File: src/rtl/regfile_pkg.sv
// Shared types and helpers for the multi-port register file.
package regfile_pkg;

    typedef enum logic {
        RF_CLEAR,
        RF_RUN
    } rf_state_t;

    // Address width for a register count; at least one bit.
    function automatic int unsigned rf_addr_width(input int unsigned depth);
        return (depth > 1) ? $clog2(depth) : 1;
    endfunction

endpackage

File: src/rtl/regfile_mp_if.sv
// Decode/writeback-side bus of the multi-port register file.
interface regfile_mp_if #(
    parameter int unsigned WIDTH  = 32,
    parameter int unsigned DEPTH  = 32,
    parameter int unsigned NREAD  = 2,
    parameter int unsigned NWRITE = 1
);
    import regfile_pkg::*;

    localparam int unsigned AW = rf_addr_width(DEPTH);

    logic [NREAD*AW-1:0]     rdAddr;
    logic [NREAD*WIDTH-1:0]  rdData;
    logic [NREAD-1:0]        rdBusy;
    logic [NWRITE-1:0]       wrEn;
    logic [NWRITE*AW-1:0]    wrAddr;
    logic [NWRITE*WIDTH-1:0] wrData;
    logic                    busySetEn;
    logic [AW-1:0]           busySetAddr;
    logic                    ready;

    modport master (
        output rdAddr, wrEn, wrAddr, wrData, busySetEn, busySetAddr,
        input  rdData, rdBusy, ready
    );

    modport slave (
        input  rdAddr, wrEn, wrAddr, wrData, busySetEn, busySetAddr,
        output rdData, rdBusy, ready
    );

endinterface

File: src/rtl/regfile_bypass.sv
// Next read data for one read port: write-first bypass with highest-port priority.
module regfile_bypass #(
    parameter int unsigned WIDTH    = 32,
    parameter int unsigned AW       = 5,
    parameter int unsigned NWRITE   = 1,
    parameter int unsigned ZERO_REG = 1
) (
    input  logic [AW-1:0]           rd_addr,
    input  logic [NWRITE-1:0]       wr_en,
    input  logic [NWRITE*AW-1:0]    wr_addr,
    input  logic [NWRITE*WIDTH-1:0] wr_data,
    input  logic [WIDTH-1:0]        arr_data,
    output logic [WIDTH-1:0]        rd_data
);

    always_comb begin
        rd_data = arr_data;
        // Ascending scan so the highest matching port is the last to assign.
        for (int unsigned p = 0; p < NWRITE; p++) begin
            if (wr_en[p] && (wr_addr[p*AW +: AW] == rd_addr)) begin
                rd_data = wr_data[p*WIDTH +: WIDTH];
            end
        end
        if ((ZERO_REG != 0) && (rd_addr == '0)) begin
            rd_data = '0;
        end
    end

endmodule

File: src/rtl/regfile_mp.sv
// Parametrised register file: registered reads with write-first bypass,
// per-register busy scoreboard and a post-reset zeroing sweep.
module regfile_mp
    import regfile_pkg::*;
#(
    parameter int unsigned WIDTH    = 32,
    parameter int unsigned DEPTH    = 32,
    parameter int unsigned NREAD    = 2,
    parameter int unsigned NWRITE   = 1,
    parameter int unsigned ZERO_REG = 1
) (
    input  logic         clk,
    input  logic         rst_n,
    regfile_mp_if.slave  bus
);

    localparam int unsigned AW = rf_addr_width(DEPTH);

    rf_state_t              state, state_next;
    logic [AW-1:0]          cnt;
    logic [WIDTH-1:0]       mem [DEPTH];
    logic [NWRITE-1:0]      wr_live;
    logic [DEPTH-1:0]       busy, busy_next;
    logic [NREAD*WIDTH-1:0] rd_next;
    logic [NREAD-1:0]       rd_busy_next;
    logic [NREAD*WIDTH-1:0] rd_data_q;
    logic [NREAD-1:0]       rd_busy_q;

    always_ff @(posedge clk or negedge rst_n) begin
        if (!rst_n) begin
            state <= RF_CLEAR;
            cnt   <= '0;
        end else begin
            state <= state_next;
            if (state == RF_CLEAR) begin
                cnt <= cnt + 1'b1;
            end
        end
    end

    always_comb begin
        state_next = state;
        if ((state == RF_CLEAR) && (cnt == AW'(DEPTH - 1))) begin
            state_next = RF_RUN;
        end
    end

    // Writes that actually land: only in RUN, and never to a hardwired r0.
    always_comb begin
        wr_live = '0;
        for (int unsigned p = 0; p < NWRITE; p++) begin
            wr_live[p] = bus.wrEn[p] && (state == RF_RUN) &&
                         !((ZERO_REG != 0) && (bus.wrAddr[p*AW +: AW] == '0));
        end
    end

    always_ff @(posedge clk) begin
        if (state == RF_CLEAR) begin
            mem[cnt] <= '0;
        end else begin
            for (int unsigned p = 0; p < NWRITE; p++) begin
                if (wr_live[p]) begin
                    mem[bus.wrAddr[p*AW +: AW]] <= bus.wrData[p*WIDTH +: WIDTH];
                end
            end
        end
    end

    // Clears from writes first, then the set, so a same-edge set wins.
    always_comb begin
        busy_next = busy;
        if (state == RF_RUN) begin
            for (int unsigned p = 0; p < NWRITE; p++) begin
                if (wr_live[p]) begin
                    busy_next[bus.wrAddr[p*AW +: AW]] = 1'b0;
                end
            end
            if (bus.busySetEn) begin
                busy_next[bus.busySetAddr] = 1'b1;
            end
        end
        if (ZERO_REG != 0) begin
            busy_next[0] = 1'b0;
        end
    end

    always_comb begin
        rd_busy_next = '0;
        for (int unsigned i = 0; i < NREAD; i++) begin
            rd_busy_next[i] = busy_next[bus.rdAddr[i*AW +: AW]];
        end
    end

    for (genvar i = 0; i < NREAD; i++) begin : g_rd
        logic [WIDTH-1:0] arr_rd;
        assign arr_rd = mem[bus.rdAddr[i*AW +: AW]];

        regfile_bypass #(
            .WIDTH    (WIDTH),
            .AW       (AW),
            .NWRITE   (NWRITE),
            .ZERO_REG (ZERO_REG)
        ) u_bypass (
            .rd_addr  (bus.rdAddr[i*AW +: AW]),
            .wr_en    (wr_live),
            .wr_addr  (bus.wrAddr),
            .wr_data  (bus.wrData),
            .arr_data (arr_rd),
            .rd_data  (rd_next[i*WIDTH +: WIDTH])
        );
    end

    always_ff @(posedge clk or negedge rst_n) begin
        if (!rst_n) begin
            busy      <= '0;
            rd_data_q <= '0;
            rd_busy_q <= '0;
        end else begin
            busy <= busy_next;
            if (state == RF_CLEAR) begin
                rd_data_q <= '0;
                rd_busy_q <= '0;
            end else begin
                rd_data_q <= rd_next;
                rd_busy_q <= rd_busy_next;
            end
        end
    end

    assign bus.rdData = rd_data_q;
    assign bus.rdBusy = rd_busy_q;
    assign bus.ready  = (state == RF_RUN);

endmodule

File: src/flat_wrapper.sv
// flat-port wrapper written by rule: the top's interface ports become plain ports
module regfile_mp_flat import regfile_pkg::*;
#(
    parameter int unsigned WIDTH    = 32,
    parameter int unsigned DEPTH    = 32,
    parameter int unsigned NREAD    = 2,
    parameter int unsigned NWRITE   = 1,
    parameter int unsigned ZERO_REG = 1
)
  (clk, rst_n, bus_rdAddr, bus_wrEn, bus_wrAddr, bus_wrData, bus_busySetEn, bus_busySetAddr, bus_rdData, bus_rdBusy, bus_ready);
  regfile_mp_if #(.WIDTH(WIDTH), .DEPTH(DEPTH), .NREAD(NREAD), .NWRITE(NWRITE)) bus_i ();
  input  logic clk;
  input  logic rst_n;
  input wire logic [$bits(bus_i.rdAddr)-1:0] bus_rdAddr;
  input wire logic [$bits(bus_i.wrEn)-1:0] bus_wrEn;
  input wire logic [$bits(bus_i.wrAddr)-1:0] bus_wrAddr;
  input wire logic [$bits(bus_i.wrData)-1:0] bus_wrData;
  input wire logic [$bits(bus_i.busySetEn)-1:0] bus_busySetEn;
  input wire logic [$bits(bus_i.busySetAddr)-1:0] bus_busySetAddr;
  output wire logic [$bits(bus_i.rdData)-1:0] bus_rdData;
  output wire logic [$bits(bus_i.rdBusy)-1:0] bus_rdBusy;
  output wire logic [$bits(bus_i.ready)-1:0] bus_ready;
  assign bus_i.rdAddr = bus_rdAddr;
  assign bus_i.wrEn = bus_wrEn;
  assign bus_i.wrAddr = bus_wrAddr;
  assign bus_i.wrData = bus_wrData;
  assign bus_i.busySetEn = bus_busySetEn;
  assign bus_i.busySetAddr = bus_busySetAddr;
  assign bus_rdData = bus_i.rdData;
  assign bus_rdBusy = bus_i.rdBusy;
  assign bus_ready = bus_i.ready;
  regfile_mp #(.WIDTH(WIDTH), .DEPTH(DEPTH), .NREAD(NREAD), .NWRITE(NWRITE), .ZERO_REG(ZERO_REG)) u_core (.clk(clk), .rst_n(rst_n), .bus(bus_i));
endmodule
File: config.mk
export PLATFORM = sky130hd
export DESIGN_NAME = regfile_mp_flat
export DESIGN_NICKNAME = d
export VERILOG_FILES = /design/src/rtl/regfile_pkg.sv /design/src/rtl/regfile_mp_if.sv /design/src/rtl/regfile_bypass.sv /design/src/rtl/regfile_mp.sv /design/src/flat_wrapper.sv
export SDC_FILE = /design/constraint.sdc
export NUM_CORES = 2
export LEC_CHECK = 0
export CORE_AREA = 2 2 420 422
export DETAILED_ROUTE_END_ITERATION = 8
export DIE_AREA = 0 0 422 424
export HOLD_SLACK_MARGIN = 0.12
export SYNTH_ARGS = -nofsm -noshare
export SYNTH_HDL_FRONTEND = slang
export SYNTH_SLANG_ARGS = --single-unit
File: constraint.sdc
create_clock -name clk -period 2.8 [get_ports clk]
set_input_delay 0.56 -clock clk [delete_from_list [all_inputs] [get_ports clk]]
set_output_delay 0.56 -clock clk [all_outputs]
set_load 0.01 [all_outputs]
==> key figures <==
Status
  • Status: finished, final reports clean

Timing
  • Final Hold Fails: 0
  • RSZ-0062 raised after global routing: no
  • Final Setup Violations: 0
  • Max-slew violations: 0
  • Max transition margin: 0.686
  • FMAX: approximately 380 MHz
  • Tmin final: ~2.7 ns
  • Worst Clk Skew: approximately 0.072 ns
  • Period utilization: 0.950
  • Worst-margin pin slew: about 0.47 ns
  • Hold Slack: between 0.3 and 0.4 ns

Cells and area
  • Register Area: ~33,000 sq um
  • Nets: 3,034
  • Area growth syn-to-layout: 23.5%
  • Layout cells sized above 1: 0.403
  • # fillers: between 15,000 and 20,000
  • Multi-input combinational cell area: approximately 18,000 sq um

Clock network
  • H-tree Lvls: 3
  • Clock transition at the registers of the reported paths: ~0.070 ns
  • CTS Root Buffer Type: clkbuf_16
  • Postcts setup bufs: 0
  • CTS max path bufs: 3
  • TritonCTS buffer count: 110
  • CTS tree: yes
  • CTS sink cnt: about 1,100
  • Worst-Skew Late Latency: 0.75 ns

Synth
  • Share of the synthesized area in the top cell type: 0.592
  • Area contributors post-synth: edfxtp_1, mux4_2, dfrtp_1, nand2_1, nor2_1
  • Post-Syn Area: around 52,000 sq um
  • Number of flops mapped to enable cells by yosys: 1,024
  • Syn avg cell area: around 20 sq um
  • Syn Nets: approximately 2,600
  • #FFs+latches synth: approximately 1,100
  • Cell taking the most area after synthesis: edfxtp_1
  • Most numerous cell in the Yosys netlist: edfxtp_1
  • Post-synth cell types: 50
  • Synth top cells by count: edfxtp_1, mux4_2, nand2_1
  • Top_reg_cell synth: edfxtp_1
  • Seq/Total Area, Yosys: 0.641
  • Yosys warning count: 0
  • Post-Synthesis Cells: approximately 2,600
  • Share of flip-flops with an asynchronous set or reset: 0.0914

Worst setup path
  • Cell count of the worst reg-to-reg path: 8
  • Critical path origin: u_core.bus.ready$_DFFE_PN0P_
  • R2r endpoint: u_core.mem[14][23]$_DFFE_PP_
  • Flop-to-flop setup slack: ~0.14 ns
  • Arr. time, crit path: roughly 3.1 ns
  • Worst Path Class, Setup: register to register
  • Worst r2r src: u_core.bus.ready$_DFFE_PN0P_
  • Critical Path Start Type: register
  • Setup crit end: u_core.mem[14][23]$_DFFE_PP_
  • Critical path endpoint category: register
  • Worst endpoint required time: 3.21 ns
  • Max FO, Critical Path: 24

Die
  • Core region area: roughly 170,000 sq um
  • Initial Util: 0.297
  • Die Area: roughly 180,000 sq um
  • Die Span X: roughly 420 um
  • I/O Pins: roughly 120
  • Die Y: about 420 um
  • FP Rows: between 150 and 200

Pwr
  • VDD IR max: 0.000494 V
  • Pwr dens: 594 nW/um^2
  • Total power: about 0.038 W
  • Pleak: 22.4 nW

Global routing
  • GRT Overall Usage: 0.178
  • Largest net degree at the start of global routing: slightly above 50
  • Total global routing overflow: 0
  • Initial antenna violation count: 4
  • Number of global-route vias before repair: approximately 30,000
  • First-pass GRT wire length: around 230 mm

Route
  • DR vias/cell: roughly 5.4
  • WL final: 160 mm
  • Routed vias: 29,400
  • Residual DRC: 0
  • DRT iter0 DRCs: between 3,000 and 4,000
  • DR pass1 iterations: 5
  • Routed Antenna Nets: 0
  • Drt wl/cell: approximately 30 um

Place
  • # port buffers: 122
  • Gpl congestion: approximately 0.84
  • Detail Placement HPWL: approximately 110 mm

Min path
  • Hold Path Class: primary input to asynchronous set/reset pin

Flow run
  • Max_cap viols: 0
==> flip-flops by register name, summed over array words and instances (netlist names) <==
signal and flops:
u_core.busy 31, u_core.mem 1024, u_core.bus.rdBusy 2, u_core.bus.ready 1
u_core.cnt 5, u_core.bus.rdData 64
==> cells by family (layout without fill, tap and decap cells) <==
logic type	Yosys count	after routing	synth area share
flops	1127	1127	0.641
mux	651	651	0.281
simple gates	420	420	0.0365
buf+inv	215	694	0.0198
compound gates	163	163	0.0183
xor+xnor	13	13	0.00219
fa+ha+maj	2	2	0.000481
other cells	0	1	0
==> layout make-up <==
cell class | count | area share
repair buffers | 467 | 0.0944
inverters | 21 | 0.00138
flip-flops and latches | 1127 | 0.519
diodes | 1 | 0.0000390
clock buffers | 128 | 0.0454
well taps | 2340 | 0.0456
multi-input cells | 1249 | 0.280
clock inverters | 78 | 0.0143
==> worst max-delay path: stages, from the launching register on <==
cell,delay [ns]
dfrtp_2,0.53
o311a_4,0.33
buf_4,0.39
nand2_1,0.12
nand2_1,0.17
nand2_1,0.09
buf_4,0.19
nor2_4,0.20
buf_12,0.28
==> worst min-delay path by stage <==
stage / startpoint / endpoint / slack, ns / cells past startpoint
5_1_grt: rst_n / u_core.busy[14]$_DFF_PN0_ / 0.34 / 2
3_5_place_dp: u_core.cnt[0]$_DFFE_PN0N_ / u_core.cnt[0]$_DFFE_PN0N_ / 0.51 / 1
4_1_cts: rst_n / u_core.busy[14]$_DFF_PN0_ / 0.28 / 2
2_1_floorplan: rst_n / u_core.bus.rdBusy[0]$_DFF_PN0_ / 0.26 / 0
3_3_place_gp: u_core.cnt[0]$_DFFE_PN0N_ / u_core.cnt[0]$_DFFE_PN0N_ / 0.51 / 1
6_report: rst_n / u_core.busy[14]$_DFF_PN0_ / 0.30 / 2
==> timing repair <==
action	CTS	global route
endpoints found under the setup margin	16	1
hold buffers	1	0
endpoints found under the hold margin	28	0
resized for setup	1	1
==> routing by layer <==
layer	up-vias	part of all wire	global-route usage
met2	1228	0.50	0.300
met1	16100	0.40	0.236
met4	2	0.035	0.0638
met5	-	0.000081	0
met3	246	0.065	0.0239
li1	11900	-	-
==> power breakdown <==
part	switching [W]	internal, W	leakage, nW	total (W)
combinational	0.00194	0.00173	8.56	0.00367
clock	0.00681	0.00900	1.85	0.0158
sequential	0.0000753	0.0186	12.0	0.0186
total	0.00883	0.0293	22.4	0.0381
==> placed cells by master, fill, tap and decap left out, drive strengths merged, types with 6 or more instances in the layout <==
master,netlist,routed
clkinv,0,43
o21ai,116,116
nor3,6,6
dfrtp,103,103
clkinvlp,0,9
o21a,12,12
bufinv,0,16
edfxtp,1024,1024
mux4,648,648
nand2,155,155
inv,21,31
nor2,116,116
nand3b,7,7
clkdlybuf4s50,0,113
o311ai,7,7
and2,32,32
xor2,6,6
xnor2,7,7
nand3,71,71
clkbuf,91,128
buf,103,353
==> stage by stage <==
stage               instance area, sq um  worst slack, ns  std cells  setup TNS [ns]  utilization
global placement                   60300           -0.714       5203         -678.41        0.345
detailed placement                 60300           -0.671       5203         -648.48        0.345
global route                       64200           0.0385       5411               0        0.367
CTS                                64200            0.112       5410               0        0.367
floorplan                          52200           -0.370       2591         -237.94            -
finish                             64200            0.141       5411               0        0.367
(Power assumes the default switching activity.)
